[src/rtl/atto_pkg.sv]
// Shared types and constants for the atto memory bridge.
package atto_pkg;

  localparam int unsigned DATA_W = 8;
  localparam int unsigned ADDR_W = 16;

  localparam logic [ADDR_W-1:0] IO_ADDR_DEFAULT = 16'hFFFF;

  typedef logic [1:0] state_t;

  localparam state_t ST_IDLE  = 2'd0;
  localparam state_t ST_SETUP = 2'd1;
  localparam state_t ST_WAIT  = 2'd2;
  localparam state_t ST_DONE  = 2'd3;

endpackage

[src/rtl/atto_wait_counter.sv]
// Wait-state countdown: load a count, decrement each cycle, flag the final cycle.
module atto_wait_counter #(
  parameter int unsigned WIDTH = 4
) (
  input  logic             clock,
  input  logic             reset,
  input  logic             load,
  input  logic [WIDTH-1:0] load_val,
  input  logic             dec,
  output logic             last
);

  logic [WIDTH-1:0] count;

  always_ff @(posedge clock or posedge reset) begin
    if (reset) begin
      count <= '0;
    end else if (load) begin
      count <= load_val;
    end else if (dec && (count != '0)) begin
      count <= count - 1'b1;
    end
  end

  assign last = (count == WIDTH'(1));

endmodule

[src/rtl/atto_mem_bridge.sv]
// CPU-to-SRAM bus bridge with wait states and an optional memory-mapped output
// register (enabled by defining ATTO_IO_PORT_EN).
module atto_mem_bridge
  import atto_pkg::*;
#(
  parameter int unsigned         WAIT_STATES = 2,
  parameter logic [ADDR_W-1:0]   IO_ADDR     = IO_ADDR_DEFAULT
) (
  input  logic              clock,
  input  logic              reset,
  input  logic              cpu_req,
  input  logic [ADDR_W-1:0] cpu_addr,
  input  logic              cpu_dir,
  input  logic [DATA_W-1:0] cpu_wdata,
  output logic [DATA_W-1:0] cpu_rdata,
  output logic              cpu_ready,
  output logic [ADDR_W-1:0] mem_addr,
  output logic              mem_ce,
  output logic              mem_we,
  output logic [DATA_W-1:0] mem_wdata,
  input  logic [DATA_W-1:0] mem_rdata,
  output logic [DATA_W-1:0] io_out
);

  state_t            state;
  logic              dir_q;
  logic              is_io_q;
  logic              io_hit;
  logic [DATA_W-1:0] io_rd;
  logic              cnt_load;
  logic              cnt_dec;
  logic              wait_last;

`ifdef ATTO_IO_PORT_EN
  logic [DATA_W-1:0] io_reg;

  assign io_hit = (cpu_addr == IO_ADDR);
  assign io_rd  = io_reg;
  assign io_out = io_reg;

  always_ff @(posedge clock or posedge reset) begin
    if (reset) begin
      io_reg <= '0;
    end else if ((state == ST_DONE) && is_io_q && !dir_q) begin
      io_reg <= mem_wdata;
    end
  end
`else
  // IO_ADDR is an ordinary memory address in this build.
  assign io_hit = (cpu_addr == IO_ADDR) & 1'b0;
  assign io_rd  = '0;
  assign io_out = '0;
`endif

  assign cnt_load = (state == ST_SETUP) && !is_io_q && (WAIT_STATES != 0);
  assign cnt_dec  = (state == ST_WAIT);

  atto_wait_counter #(
    .WIDTH (4)
  ) u_wait (
    .clock    (clock),
    .reset    (reset),
    .load     (cnt_load),
    .load_val (4'(WAIT_STATES)),
    .dec      (cnt_dec),
    .last     (wait_last)
  );

  // SRAM strobes are registered on the edge that enters SETUP and released on
  // the edge that leaves DONE, so they stay valid for the whole access window.
  always_ff @(posedge clock or posedge reset) begin
    if (reset) begin
      state     <= ST_IDLE;
      dir_q     <= 1'b0;
      is_io_q   <= 1'b0;
      cpu_ready <= 1'b0;
      cpu_rdata <= '0;
      mem_addr  <= '0;
      mem_wdata <= '0;
      mem_ce    <= 1'b0;
      mem_we    <= 1'b0;
    end else begin
      cpu_ready <= 1'b0;
      case (state)
        ST_IDLE: begin
          if (cpu_req) begin
            mem_addr  <= cpu_addr;
            mem_wdata <= cpu_wdata;
            dir_q     <= cpu_dir;
            is_io_q   <= io_hit;
            mem_ce    <= ~io_hit;
            mem_we    <= ~io_hit & ~cpu_dir;
            state     <= ST_SETUP;
          end
        end
        ST_SETUP: begin
          state <= (is_io_q || (WAIT_STATES == 0)) ? ST_DONE : ST_WAIT;
        end
        ST_WAIT: begin
          if (wait_last) begin
            state <= ST_DONE;
          end
        end
        ST_DONE: begin
          cpu_ready <= 1'b1;
          mem_ce    <= 1'b0;
          mem_we    <= 1'b0;
          if (dir_q) begin
            cpu_rdata <= is_io_q ? io_rd : mem_rdata;
          end
          state <= ST_IDLE;
        end
        default: state <= ST_IDLE;
      endcase
    end
  end

endmodule

[config.mk]
export PLATFORM = sky130hd
export DESIGN_NAME = atto_mem_bridge
export DESIGN_NICKNAME = d
export VERILOG_FILES = /design/src/rtl/atto_pkg.sv /design/src/rtl/atto_wait_counter.sv /design/src/rtl/atto_mem_bridge.sv
export SDC_FILE = /design/constraint.sdc
export NUM_CORES = 1
export LEC_CHECK = 0
export CORE_ASPECT_RATIO = 0.7
export CORE_MARGIN = 5
export CORE_UTILIZATION = 30
export CTS_CLUSTER_DIAMETER = 100
export DETAILED_ROUTE_END_ITERATION = 16
export PLACE_DENSITY_LB_ADDON = 0.08
export SLEW_MARGIN = 10
export SYNTH_ARGS = -nofsm -noshare
export SYNTH_HDL_FRONTEND = slang
export SYNTH_HIERARCHICAL = 1
export SYNTH_SLANG_ARGS = --single-unit
[constraint.sdc]
create_clock -name clock -period 2.54 [get_ports clock]
set_input_delay 0.254 -clock clock [delete_from_list [all_inputs] [get_ports clock]]
set_output_delay 0.254 -clock clock [all_outputs]
set_load 0.05 [all_outputs]
# Word level (Yosys, flattened, before mapping)
# Cells that the tools add are included.
# W data, S select, Z words.
[totals] ff_bits=42 latchBits=0 mem_bits_rw=0 mem_bits_ro=0 input_bits=36 out_inout_bits=43 wordCells=36 memories=0
[op_classes] addsub=1 multipliers=0 div_mod_pow=0 order_cmp=0 n_eq_ne=6 shifts=0 muxes=10 bitwise=1 reduce_logical=9
[ops] cell="$mux W4" count=2
[ops] cell="$pmux W2 S4" count=1
[ops] cell="$reduce_and A2 Y1" count=4
[ops] cell="$eq A2 B2 Y1 const B" count=2
[ops] cell="$eq A4 B1 Y1 const B" count=1
[ops] cell="$mux W2" count=2
[ops] cell="$ne A2 B2 Y1 const B" count=2
[ops] cell="$pmux W1 S2" count=2
[ops] cell="$reduce_bool A2 Y1" count=2
[ops] cell="$reduce_bool A4 Y1" count=1
[ops] cell="$sub A4 B1 Y4 const B" count=1
[ops] cell="$mux W1" count=3
[ops] cell="$eq A2 B1 Y1 const B" count=1
[ops] cell="$logic_not A2 Y1" count=1
[ops] cell="$logic_and A1 B1 Y1" count=1
[ops] cell="$not A1 Y1" count=1

# Longest topological paths before layout
[logic_depth] ltp_word=4 ltp_mapped=6 mapped_depth_nobuf=6

# Cells and area by module
# Netlist, hierarchy kept.
[by_module_without_submodules] mod="atto_mem_bridge" n_inst=1 cells_each=104 area_each_um2=1680.4 seq_area_each_um2=950.9
[by_module_without_submodules] mod="atto_wait_counter" n_inst=1 cells_each=30 area_each_um2=286.5 seq_area_each_um2=100.1

# Worst setup path after synthesis
# OpenSTA, ideal clock, no wires.
[synth_timing] kind="register to register" startpoint="reg state[0]" endpoint="reg u_wait.count[3]" setup_time_ns=0.126 arrival_time_ns=1.355 required_time_ns=2.414 setup_slack_ns=1.059 path_stages_with_launch=6 path_buffers=0 period_less_slack_ns=1.481 path_cell_list="dfrtp_1 > inv_1 > ha_1 > nor4b_2 > nor3b_1 > a221o_1"
[synth_between] elab_chain_cells=3 elab_cells_between_ends=5 classes_between="eq/ne: 2; mux: 1; reduce/logical: 2"
[synth_rtl] element="start: declaration" line_no="atto_mem_bridge.sv:25" rtl="state_t state;"
[synth_rtl] element="start signal: assignment" line_no="atto_mem_bridge.sv:97" rtl="state <= (is_io_q || (WAIT_STATES == 0)) ? ST_DONE : ST_WAIT;"
[synth_rtl] element="$eq A2 B2 Y1" line_no="atto_mem_bridge.sv:56" rtl="assign cnt_dec = (state == ST_WAIT);"
[synth_rtl] element="net cnt_dec" line_no="atto_mem_bridge.sv:31" rtl="logic cnt_dec;"
[synth_rtl] element="$logic_and A1 B1 Y1" line_no="atto_wait_counter.sv:20" rtl="end else if (dec && (count != '0)) begin"
[synth_rtl] element="$reduce_bool A2 Y1 (no line)"
[synth_rtl] element="end signal: assignment" line_no="atto_wait_counter.sv:19" rtl="count <= load_val;"
[synth_rtl] element="end signal: assignment" line_no="atto_wait_counter.sv:21" rtl="count <= count - 1'b1;"
[synth_rtl] element="end: declaration" line_no="atto_wait_counter.sv:13" rtl="logic [WIDTH-1:0] count;"
# The timed path passes the listed nets, and every way through them passes these cells.
# A chain may end at the register's enable or synchronous reset.

# Final worst setup path
[layout_timing] startpoint="reg mem_ce" endpoint="out mem_ce"
[layout_lines] element="start: declaration" line_no="atto_mem_bridge.sv:18" rtl="output logic mem_ce,"
[layout_lines] element="start signal: assignment" line_no="atto_mem_bridge.sv:91" rtl="mem_ce <= ~io_hit;"
# No word-level cell between the ends.

==> impl_metrics.toml <==
[placement]
post-place-ws_ns = 0.818
hpwl_um = 3180
placed_cells = 282
gp_routability_congestion = 0.723
placed_cell_area_um2 = 2700
numPortBuffers = 70

[pwr]
power_mw = 4.42
p_leak_nw = 1.28
powerDensity_nw_per_um2 = 1570
vdd.ir_drop.worst_mv = 0.596

[layout]
fin_area_um2 = 2810
final_core_util_pct = 44.6
stdcell_count = 290
nets = 255
area_growth_pct = 43.0
antennaDiodeCount = 0
regArea_um2 = 1050
multi_input_area_um2 = 820
layout-drive-gt1-share_pct = 21.7
nFillCells = 578

[outcome]
status = "finished, final reports clean"

[worst_setup_path]
crit_chain = "clkdlybuf4s50_1"
cp_data_required_time_ns = 2.29
crit_path_start = "mem_ce$_DFFE_PP0P_"
critPathMaxStageDelay_ns = 0.84
r2r_slack_ns = 0.84
cp_top_family = "buffers and inverters"
path_max_fanout = 2
cp-end-kind = "primary output"
reg2reg_from = "state[0]$_DFFE_PP0P_"
crit_buf_inv = 1
start_kind = "flip-flop"
slowest_stage = "clkdlybuf4s50_1"
worstSetupPathType = "flip-flop to primary output"
critPathArrivalTime_ns = 1.48

[logic_synthesis]
synth_compound_area_share_pct = 4.01
synthSimpleGateAreaFrac_pct = 5.79
avgSynthCellArea_um2 = 14.7
synth_warnings = 6
synth-main-ff-cell = "dfrtp_1"
async_flop_share_pct = 100
synth_top_area_share_pct = 53.4
synth_edf_count = 0
synth_top_family_by_area = "multiplexers"
synth_mux_area_share_pct = 24.5
synth_seq_area_share_pct = 53.4
yosys.area.top_type = "dfrtp_1"
synth_common_cells = "dfrtp_1, mux2_4, mux2_2"
syn-cell-area_um2 = 1970
yosysMostFrequentCell = "dfrtp_1"
synthAdderAreaFrac_pct = 5.09
synthCells = 134
ys_ff_latch = 42
yosysUniqueCellTypes = 26
synthXorXnorAreaFrac_pct = 0
yosys-top-cells-area = "dfrtp_1, mux2_4, mux2_2"

[route]
drt_wl_total_um = 4390
vias = 1259
dr.pass1.iters = 4
wl_per_cell_um = 15.1
drc = 0
routed_via_density = 4.34
ant_nets = 0
drt_iter0_drc = 30

[cts]
insertion_delay_ns = 0.29
cts_tree = "yes"
cts_buffers = 5
clockRootBuffer = "clkbuf_8"
clock-sinks = 42
path_clk_slew_ns = 0.09
cts_htree_levels = 2
clockBufferDepth = 2
cts_resized = 0
cts_hold_buffers = 0
postCtsSetupRepairBufs = 0

[sta]
drv_slew = 0
max_freq_mhz = 576
min_period_over_period_pct = 68.3
timing.final.ws_setup_ns = 0.805
worst_pin_slew_ns = 0.543
holdWs_ns = 0.185
setup_viol = 0
min_period_ns = 1.74
finalClockSkew_ns = 0.00677
fin_tns_setup_ns = 0
slew_headroom_pct = 63.7
rsz0062_at_grt = "false"
hold_viol_final = 0

[global_routing]
grt_pass1_vias = 1398
grt_max_degree = 39
overflow = 0
grt_pass1_wl_um = 7000
antenna_found_initial = 0
grt_use_total_pct = 10.6

[min_path]
min_path_type = "primary input to async pin"

[die]
coreArea_um2 = 6310
die_h_um = 77.7
initial_core_util_pct = 31.2
num_rows = 24
io_pins = 79
die_x_um = 107
die-area_um2 = 8300

[run]
cap_violations = 0
-- final timing paths --
path                                                    end  cells past startpoint
worst min register to register           mem_ce$_DFFE_PP0P_                      2
max in group asynchronous              state[1]$_DFFE_PP0P_                      3
worst max register to register     mem_addr[14]$_DFFE_PP0P_                      4
worst min-delay path            u_wait/count[2]$_DFFE_PP0P_                      2
worst max-delay path                                 mem_ce                      1
min in group clock                       mem_ce$_DFFE_PP0P_                      2
-- layout by cell type (no fill, tap or decap), types with 2 or more instances in the layout --
cell type        netlist  final
a21oi_1                2      2
clkbuf_8               0      5
clkdlybuf4s50_1        0     70
conb_1                 2     12
dfrtp_1               42     42
ha_1                   8      8
inv_1                  7      7
mux2_2                13     13
mux2_4                21     21
mux2i_1                2      2
nand2_1                7      7
nor2b_1                2      2
nor3b_1                3      3
o21ai_1                2      2
-- metal layers --
layer  wire [um]  vias to the layer above  share of wire, %  track usage (%)
met3         447                        2                10             5.31
met2        1890                       56                43             15.7
met5           0                        -                 0                0
met4          17                        0              0.39             2.94
met1        2040                      609                46             13.8
li1            -                      592                 -                -
-- power breakdown --
group | internal, mW | switching (mW)
clock network | 0.293 | 0.228
logic | 1.09 | 1.56
registers | 1.02 | 0.223
-- flip-flops by register name, summed over array words and instances, names as in the netlist, 2 cells and up --
register      cells
cpu_rdata         8
mem_addr         16
mem_wdata         8
state             2
u_wait/count      4
-- final cells by class --
| cell class | instances | area share (%) |
|---|---|---|
| clock buffers | 6 | 2.58 |
| clock inverters | 2 | 1.33 |
| inverters | 7 | 0.934 |
| multi-input cells | 84 | 29.1 |
| flip-flops and latches | 42 | 37.4 |
| well taps | 78 | 3.47 |
| repair buffers | 71 | 25.2 |
-- cell families after synthesis --
logic type | Yosys count
AO/OA/AOI/OAI | 11
adder cells (fa/ha/maj) | 8
buffers and inverters | 18
flip-flops | 42
multiplexers | 36
other | 2
AND/OR/NAND/NOR | 17
Note: power is estimated with default switching activity, not from simulation.
